[src/rtl/multicycle_control_fsm.sv]
// Main control FSM of the multicycle RV32I core. It sequences fetch, decode,
// execute, memory and writeback, and it drives the alu_op field and the datapath selects and strobes.
module multicycle_control_fsm #(
  parameter int INSTRET_WIDTH   = 32,
  parameter bit TRAP_ON_ILLEGAL = 1'b1
) (
  input  logic                     clk,
  input  logic                     resetn,
  input  logic [6:0]               opcode,
  input  logic                     mem_ready,
  output logic [1:0]               alu_op,
  output logic [1:0]               alu_src_a,
  output logic [1:0]               alu_src_b,
  output logic [1:0]               result_src,
  output logic                     adr_src,
  output logic                     ir_write,
  output logic                     pc_update,
  output logic                     branch,
  output logic                     reg_write,
  output logic                     mem_we,
  output logic                     halted,
  output logic [INSTRET_WIDTH-1:0] instret
);

  typedef enum logic [3:0] {
    S_FETCH, S_DECODE, S_MEMADR, S_MEMREAD, S_MEMWB, S_MEMWRITE,
    S_EXEC_R, S_EXEC_I, S_LUI, S_AUIPC, S_ALUWB, S_BRANCH,
    S_JAL, S_JALR, S_JALR_LINK, S_TRAP
  } state_t;

  localparam logic [6:0] OP_R     = 7'b0110011;
  localparam logic [6:0] OP_I     = 7'b0010011;
  localparam logic [6:0] OP_LOAD  = 7'b0000011;
  localparam logic [6:0] OP_STORE = 7'b0100011;
  localparam logic [6:0] OP_BR    = 7'b1100011;
  localparam logic [6:0] OP_JAL   = 7'b1101111;
  localparam logic [6:0] OP_JALR  = 7'b1100111;
  localparam logic [6:0] OP_LUI   = 7'b0110111;
  localparam logic [6:0] OP_AUIPC = 7'b0010111;

  localparam logic [INSTRET_WIDTH-1:0] RET_ONE = {{(INSTRET_WIDTH-1){1'b0}}, 1'b1};

  state_t state, state_nxt;
  logic   retire;
  logic   ir_write_raw, pc_update_raw, branch_raw, reg_write_raw, mem_we_raw;

  always_ff @(posedge clk or negedge resetn) begin
    if (!resetn) begin
      state   <= S_FETCH;
      instret <= '0;
    end else begin
      state <= state_nxt;
      if (retire) instret <= instret + RET_ONE;
    end
  end

  always_comb begin
    state_nxt     = state;
    retire        = 1'b0;
    alu_op        = 2'b00;
    alu_src_a     = 2'b00;
    alu_src_b     = 2'b00;
    result_src    = 2'b00;
    adr_src       = 1'b0;
    ir_write_raw  = 1'b0;
    pc_update_raw = 1'b0;
    branch_raw    = 1'b0;
    reg_write_raw = 1'b0;
    mem_we_raw    = 1'b0;
    halted        = 1'b0;
    case (state)
      S_FETCH: begin
        alu_src_b  = 2'b10;
        result_src = 2'b10;
        if (mem_ready) begin
          ir_write_raw  = 1'b1;
          pc_update_raw = 1'b1;
          state_nxt     = S_DECODE;
        end
      end
      S_DECODE: begin
        // Precompute old PC + imm so branch/JAL targets sit in ALUOut
        alu_src_a = 2'b01;
        alu_src_b = 2'b01;
        case (opcode)
          OP_R:              state_nxt = S_EXEC_R;
          OP_I:              state_nxt = S_EXEC_I;
          OP_LOAD, OP_STORE: state_nxt = S_MEMADR;
          OP_BR:             state_nxt = S_BRANCH;
          OP_JAL:            state_nxt = S_JAL;
          OP_JALR:           state_nxt = S_JALR;
          OP_LUI:            state_nxt = S_LUI;
          OP_AUIPC:          state_nxt = S_AUIPC;
          default: begin
            if (TRAP_ON_ILLEGAL) begin
              state_nxt = S_TRAP;
            end else begin
              state_nxt = S_FETCH;
              retire    = 1'b1;
            end
          end
        endcase
      end
      S_MEMADR: begin
        alu_src_a = 2'b10;
        alu_src_b = 2'b01;
        // Loads and stores differ only in opcode bit 5
        state_nxt = opcode[5] ? S_MEMWRITE : S_MEMREAD;
      end
      S_MEMREAD: begin
        adr_src = 1'b1;
        if (mem_ready) state_nxt = S_MEMWB;
      end
      S_MEMWB: begin
        result_src    = 2'b01;
        reg_write_raw = 1'b1;
        retire        = 1'b1;
        state_nxt     = S_FETCH;
      end
      S_MEMWRITE: begin
        adr_src    = 1'b1;
        mem_we_raw = 1'b1;
        if (mem_ready) begin
          retire    = 1'b1;
          state_nxt = S_FETCH;
        end
      end
      S_EXEC_R: begin
        alu_src_a = 2'b10;
        alu_op    = 2'b10;
        state_nxt = S_ALUWB;
      end
      S_EXEC_I, S_LUI: begin
        alu_src_a = 2'b10;
        alu_src_b = 2'b01;
        alu_op    = 2'b10;
        state_nxt = S_ALUWB;
      end
      S_AUIPC: begin
        alu_src_a = 2'b01;
        alu_src_b = 2'b01;
        state_nxt = S_ALUWB;
      end
      S_ALUWB: begin
        reg_write_raw = 1'b1;
        retire        = 1'b1;
        state_nxt     = S_FETCH;
      end
      S_BRANCH: begin
        alu_src_a  = 2'b10;
        alu_op     = 2'b01;
        branch_raw = 1'b1;
        retire     = 1'b1;
        state_nxt  = S_FETCH;
      end
      S_JAL: begin
        // Jump to ALUOut target while the ALU forms the link value old PC + 4
        alu_src_a     = 2'b01;
        alu_src_b     = 2'b10;
        pc_update_raw = 1'b1;
        state_nxt     = S_ALUWB;
      end
      S_JALR: begin
        alu_src_a     = 2'b10;
        alu_src_b     = 2'b01;
        result_src    = 2'b10;
        pc_update_raw = 1'b1;
        state_nxt     = S_JALR_LINK;
      end
      S_JALR_LINK: begin
        alu_src_a     = 2'b01;
        alu_src_b     = 2'b10;
        result_src    = 2'b10;
        reg_write_raw = 1'b1;
        retire        = 1'b1;
        state_nxt     = S_FETCH;
      end
      S_TRAP: begin
        halted = 1'b1;
      end
      default: state_nxt = S_FETCH;
    endcase
  end

  // The strobes must stay quiet while reset is low, even though the FETCH gate is driven by mem_ready
  assign ir_write  = ir_write_raw  & resetn;
  assign pc_update = pc_update_raw & resetn;
  assign branch    = branch_raw    & resetn;
  assign reg_write = reg_write_raw & resetn;
  assign mem_we    = mem_we_raw    & resetn;

endmodule

[config.mk]
export PLATFORM = sky130hd
export DESIGN_NAME = multicycle_control_fsm
export DESIGN_NICKNAME = d
export VERILOG_FILES = /design/src/rtl/multicycle_control_fsm.sv
export SDC_FILE = /design/constraint.sdc
export NUM_CORES = 1
export LEC_CHECK = 0
export ABC_AREA = 1
export CORE_UTILIZATION = 36
export DETAILED_ROUTE_END_ITERATION = 8
export PLACE_DENSITY = 0.59
export SYNTH_ARGS = -nofsm -noshare
export SYNTH_HDL_FRONTEND = slang
export SYNTH_SLANG_ARGS = --single-unit
[constraint.sdc]
create_clock -name clk -period 2.9 [get_ports clk]
set_input_delay 0.58 -clock clk [delete_from_list [all_inputs] [get_ports clk]]
set_output_delay 0.58 -clock clk [all_outputs]
set_load 0.01 [all_outputs]
==> results.sh, run 1 <==
export IMPL_powerDensity_nw_per_um2=284
export IMPL_n_fill_cell=731
export IMPL_cts_tree="built"
export IMPL_syn_nets=422
export IMPL_antenna_left=0
export IMPL_place_gp_congestion=0.893
export IMPL_worstSkewPairLatency_ns=0.29
export IMPL_dpl_hpwl_mm=5.21
export IMPL_cts_sinks=36
export IMPL_fin_skew_ns=0.00531
export IMPL_synthAdderAreaFrac_pct=0.488
export IMPL_utilization_pct=48.2
export IMPL_cts_inserted_buffers=5
export IMPL_wl_per_cell_um=12.2
export IMPL_syn_to_final_growth_pct=28.5
export IMPL_regArea_um2=901
export IMPL_rr_endpoint="instret[31]"
export IMPL_cpMaxStageDelayCell="clkdlybuf4s50_1"
export IMPL_drc=0
export IMPL_grt_pass1_vias=2523
export IMPL_max_stage_delay_ns=0.56
export IMPL_rsz0062_at_grt="false"
export IMPL_drt_total_wl_mm=6.93
export IMPL_routed_via_count=2628
export IMPL_finalCriticalPeriod_ns=2.60
export IMPL_nNetsFinal=481
export IMPL_worst_slew_pin_slew_ns=0.490
export IMPL_status="finished, final reports clean"
export IMPL_postCtsSetupBuffers=0
export IMPL_ys_ff_latch=36
export IMPL_synth_top_area_share_pct=35.1
export IMPL_die_width_um=86.4
export IMPL_crit_chain="nor2_1 > nand2_1 > inv_1 > a21oi_1 > o2111ai_1 > clkdlybuf4s50_1"
export IMPL_ir_drop_mv=0.156
export IMPL_io_buffer_count=56
export IMPL_synth_cell_area_um2=2560
export IMPL_netlist_instances=411
export IMPL_post_cts_resized_instances=0
export IMPL_r2r_setup_slack_ns=1.07
export IMPL_synth_top_family_by_area="simple AND/OR/NAND/NOR gates"
export IMPL_yosys_area_top_type="dfrtp_1"
export IMPL_maxSlewViolCount=0
export IMPL_first_pass_iters=5
export IMPL_hold_violations=0
export IMPL_hp_class="in -> async"
export IMPL_antenna_diode_count=0
export IMPL_synthSimpleGateAreaFrac_pct=48.0
export IMPL_grt_overflow=0
export IMPL_ctsHoldBuffers=0
export IMPL_num_rows=30
export IMPL_multi_input_area_um2=1470
export IMPL_cp_required_ns=2.32
export IMPL_ios=57
export IMPL_synth_compound_area_share_pct=4.15
export IMPL_worstRegToRegCells=8
export IMPL_critPathKind="reg -> out"
export IMPL_drt_vias_per_instance=4.64
export IMPL_ys_flop_type="dfrtp_1"
export IMPL_setup_violations=0
export IMPL_yosys_mux_area_fraction_pct=0
export IMPL_synth_edff_count=0
export IMPL_drive_above_1_share_pct=3.62
export IMPL_setup_tns_final_ns=0
export IMPL_clk_pin_slew_ns=0.07
export IMPL_r2r_start="state[3]"
export IMPL_initial_core_util_pct=37.5
export IMPL_synth_area_per_cell_um2=6.24
export IMPL_grt_max_degree=40
export IMPL_maxCapViolations=0
export IMPL_crit_fanout=6
export IMPL_critPathLaunchType="register"
export IMPL_whs_ns=0.407
export IMPL_fmax_mhz=385
export IMPL_synth_seq_area_share_pct=35.1
export IMPL_power_mw=0.935
export IMPL_cts_max_level=2
export IMPL_antenna_found_initial=0
export IMPL_arrival_ns=2.02
export IMPL_synth_xor_area_share_pct=4.78
export IMPL_period_share_pct=89.5
export IMPL_clk_path_buf_depth=2
export IMPL_slew_headroom_pct=67.3
export IMPL_cts_root_buf="clkbuf_8"
export IMPL_core_um2=6830
export IMPL_synthTopCellsByArea="dfrtp_1 (35%), nand2_1 (27%), nor2_1 (11%), inv_1 (5.1%), nand3b_1 (3.5%)"
export IMPL_synth_async_sr_flop_share_pct=100
export IMPL_grt_usage_pct=20.2
export IMPL_cp_end_kind="output pin"
export IMPL_yosysUniqueCellTypes=26
export IMPL_die_h_um=86.4
export IMPL_p_leak_nw=1.52
export IMPL_yosys_warnings=0
export IMPL_drt_first_iter_violations=128
export IMPL_grt_pass1_wl_mm=11.9
export IMPL_die_area_um2=7460
-- layout by cell type, fill, tap and decap left out, types with 5 or more instances in the layout --
| cell type | n |
|---|---|
| a21oi_1 | 5 |
| clkbuf_8 | 7 |
| clkdlybuf4s50_1 | 55 |
| dfrtp_1 | 36 |
| inv_1 | 35 |
| nand2_1 | 187 |
| nand3_1 | 15 |
| nand3b_1 | 12 |
| nor2_1 | 73 |
| o21ai_0 | 10 |
| xnor2_1 | 7 |
| xor2_1 | 7 |
-- final cells by class --
type | count | area share (%)
multi-input cells | 333 | 44.7
flip-flops and latches | 36 | 27.4
repair buffers | 57 | 17.1
inverters | 37 | 4.29
well taps | 96 | 3.65
clock buffers | 7 | 2.93
-- power by group --
| part | total (mW) | internal, mW | leakage (nW) | switching, mW |
|---|---|---|---|---|
| clock network | 0.399 | 0.212 | 0.0503 | 0.187 |
| registers | 0.502 | 0.502 | 0.472 | 0 |
| logic | 0.0348 | 0.0136 | 1.00 | 0.0212 |
-- kinds of logic after synthesis --
logic type | after synthesis
fa+ha+maj | 1
simple gates | 299
compound gates | 19
xor+xnor | 14
buf+inv | 42
flops | 36
-- metrics by stage --
step / worst slack, ns / cell area, µm² / std cells
2_1_floorplan: 1.26 / 2560 / 411
3_3_place_gp: 0.461 / 3200 / 559
3_5_place_dp: 0.440 / 3200 / 559
4_1_cts: 0.308 / 3290 / 566
5_1_grt: 0.143 / 3290 / 566
6_report: 0.305 / 3290 / 566
-- flip-flops by register name (all words and copies together) (netlist names) --
signal and flops:
state 4, instret 32
-- worst max-delay path by stage --
stage / start / to / cells past startpoint
2_1_floorplan: state[1] / reg_write / 5
3_3_place_gp: mem_ready / pc_update / 4
3_5_place_dp: mem_ready / pc_update / 4
4_1_cts: state[3] / alu_src_b[0] / 6
5_1_grt: state[2] / alu_src_b[0] / 6
6_report: state[2] / alu_src_b[0] / 6
-- critical path, delay by kind of cell, from the launching register on --
family          cells  cell delay, ns
compound gates      2            0.16
buf+inv             2            0.67
simple gates        2            0.46
flops               1            0.44
-- per-layer routing --
layer | global-route usage (%) | up-vias | routed length (µm)
li1 | - | 1385 | -
met1 | 28.5 | 1164 | 3580
met2 | 31.9 | 75 | 2960
met3 | 4.19 | 4 | 339
met4 | 4.39 | 0 | 48
met5 | 0 | - | 0
-- cells in the mapped netlist (2+ instances only) --
master    number
nand2_1      187
nor2_1        73
dfrtp_1       36
inv_1         35
nand3_1       15
nand3b_1      12
o21ai_0       10
xnor2_1        7
xor2_1         7
a21oi_1        5
nor2_2         3
nor3_1         3
o211ai_1       3
buf_6          2
nand4_1        2
(Power assumes the default switching activity.)
==> run 2, diff against run 1 <==
--- a/config.mk
+++ b/config.mk
@@ -8,6 +8,7 @@
 export ABC_AREA = 1
 export CORE_UTILIZATION = 36
 export DETAILED_ROUTE_END_ITERATION = 8
+export MAX_ROUTING_LAYER = met4
 export PLACE_DENSITY = 0.59
 export SYNTH_ARGS = -nofsm -noshare
 export SYNTH_HDL_FRONTEND = slang
==> results.sh, run 2 (synthesis gave the netlist of run 1 again) <==
export IMPL_dpl_worst_slack_ns=0.438
export IMPL_critPathKind="reg -> out"
export IMPL_drive_above_1_share_pct=3.82
export IMPL_antenna_left=0
export IMPL_ir_drop_mv=0.164
export IMPL_drt_first_iter_violations=130
export IMPL_p_leak_nw=1.54
export IMPL_drc=0
export IMPL_routed_via_count=2653
export IMPL_cp_required_ns=2.32
export IMPL_dpl_hpwl_mm=5.25
export IMPL_drt_total_wl_mm=6.94
export IMPL_clk_path_buf_depth=2
export IMPL_cts_tree="built"
export IMPL_drt_vias_per_instance=4.68
export IMPL_top_register="instret"
export IMPL_antenna_diode_count=0
export IMPL_largest_reg_flops=32
export IMPL_fmax_mhz=384
export IMPL_worstSkewPairLatency_ns=0.29
export IMPL_slew_headroom_pct=68.4
export IMPL_largestRegisters="instret x32, state x4"
export IMPL_nNetsFinal=481
export IMPL_cts_inserted_buffers=5
export IMPL_die_area_um2=7460
export IMPL_initial_core_util_pct=37.5
export IMPL_antenna_found_initial=0
export IMPL_critPathLaunchType="register"
export IMPL_r2r_setup_slack_ns=1.04
export IMPL_post_cts_resized_instances=0
export IMPL_crit_fanout=6
export IMPL_cp_end_kind="output pin"
export IMPL_rr_endpoint="instret[13]"
export IMPL_die_width_um=86.4
export IMPL_grt_pass1_wl_mm=11.6
export IMPL_powerDensity_nw_per_um2=310
export IMPL_grt_usage_pct=20.4
export IMPL_syn_to_final_growth_pct=29.6
export IMPL_worstRegToRegCells=8
export IMPL_cts_sinks=36
export IMPL_period_share_pct=89.8
export IMPL_setup_tns_final_ns=0
export IMPL_ios=57
export IMPL_worst_slew_pin_slew_ns=0.470
export IMPL_num_rows=30
export IMPL_hp_class="in -> async"
export IMPL_setup_violations=0
export IMPL_rsz0062_at_grt="false"
export IMPL_cts_root_buf="clkbuf_8"
export IMPL_arrival_ns=2.02
export IMPL_cts_max_level=2
export IMPL_maxCapViolations=0
export IMPL_most_common_layout_cells="nand2_1 (187), nor2_1 (73), clkdlybuf4s50_1 (55)"
export IMPL_wl_per_cell_um=12.2
export IMPL_status="finished, final reports clean"
export IMPL_ctsHoldBuffers=0
export IMPL_r2r_start="state[0]"
export IMPL_finalCriticalPeriod_ns=2.60
export IMPL_fin_ws_ns=0.296
export IMPL_maxSlewViolCount=0
export IMPL_clk_pin_slew_ns=0.08
export IMPL_setup_worst_path_start="state[3]"
export IMPL_fin_skew_ns=0.00397
export IMPL_postCtsSetupBuffers=0
export IMPL_grt_max_degree=40
export IMPL_hold_violations=0
export IMPL_die_h_um=86.4
export IMPL_final_common_cell="nand2_1"
export IMPL_core_um2=6830
export IMPL_grt_overflow=0
export IMPL_first_pass_iters=4
export IMPL_place_gp_congestion=0.897
export IMPL_grt_pass1_vias=2419
export IMPL_endpoint="alu_src_b[0]"
export IMPL_io_buffer_count=56
[run 2: changes by cell type in the layout (fill, tap and decap cells not counted), sizes merged]
cell	change
bufinv	+1
[run 2: worst min-delay path by stage]
stage	to	slack, ns	cells past startpoint
after floorplan	instret[0]	0.28	0
after global placement	instret[9]	0.52	1
after detailed placement	instret[9]	0.53	1
after CTS	instret[31]	0.41	2
after global routing	instret[1]	0.44	2
final	instret[31]	0.38	2
[run 2: worst max-delay path, stage by stage (launching register included)]
cell	delay [ns]
dfrtp_1	0.42
nor2_1	0.33
nand2_1	0.16
inv_1	0.10
a21oi_1	0.06
o2111ai_1	0.09
clkdlybuf4s50_1	0.56
[run 2: report_power, final]
part / switching, mW / internal, mW / leakage (nW)
clock network: 0.191 / 0.304 / 0.0645
logic: 0.0209 / 0.0136 / 1.00
registers: 0 / 0.502 / 0.472
total: 0.212 / 0.819 / 1.54
[run 2: cell type report]
type | instances | area [µm²]
well taps | 96 | 120
clock inverters | 1 | 30.0
repair buffers | 57 | 563
clock buffers | 7 | 96.3
fillers | 737 | 3510
multi-input cells | 333 | 1470
inverters | 37 | 141
flip-flops and latches | 36 | 901
[run 2: through the flow]
stage                     std cells  power (mW)  cell area [µm²]  hold slack [ns]  util [%]
after CTS                       567        1.04             3320            0.408      48.6
after floorplan                 411       0.520             2560            0.284         -
after global placement          559       0.547             3200            0.518      46.8
final                           567        1.03             3320            0.384      48.6
after global routing            567        1.07             3320            0.441      48.6
after detailed placement        559       0.547             3200            0.525      46.8
[run 2: per-layer routing]
layer	vias up	wire length, µm	track usage (%)
met5	-	0	-
met4	0	76	4.55
met3	8	317	3.24
met2	67	2960	30.7
met1	1189	3590	28.8
li1	1389	-	-
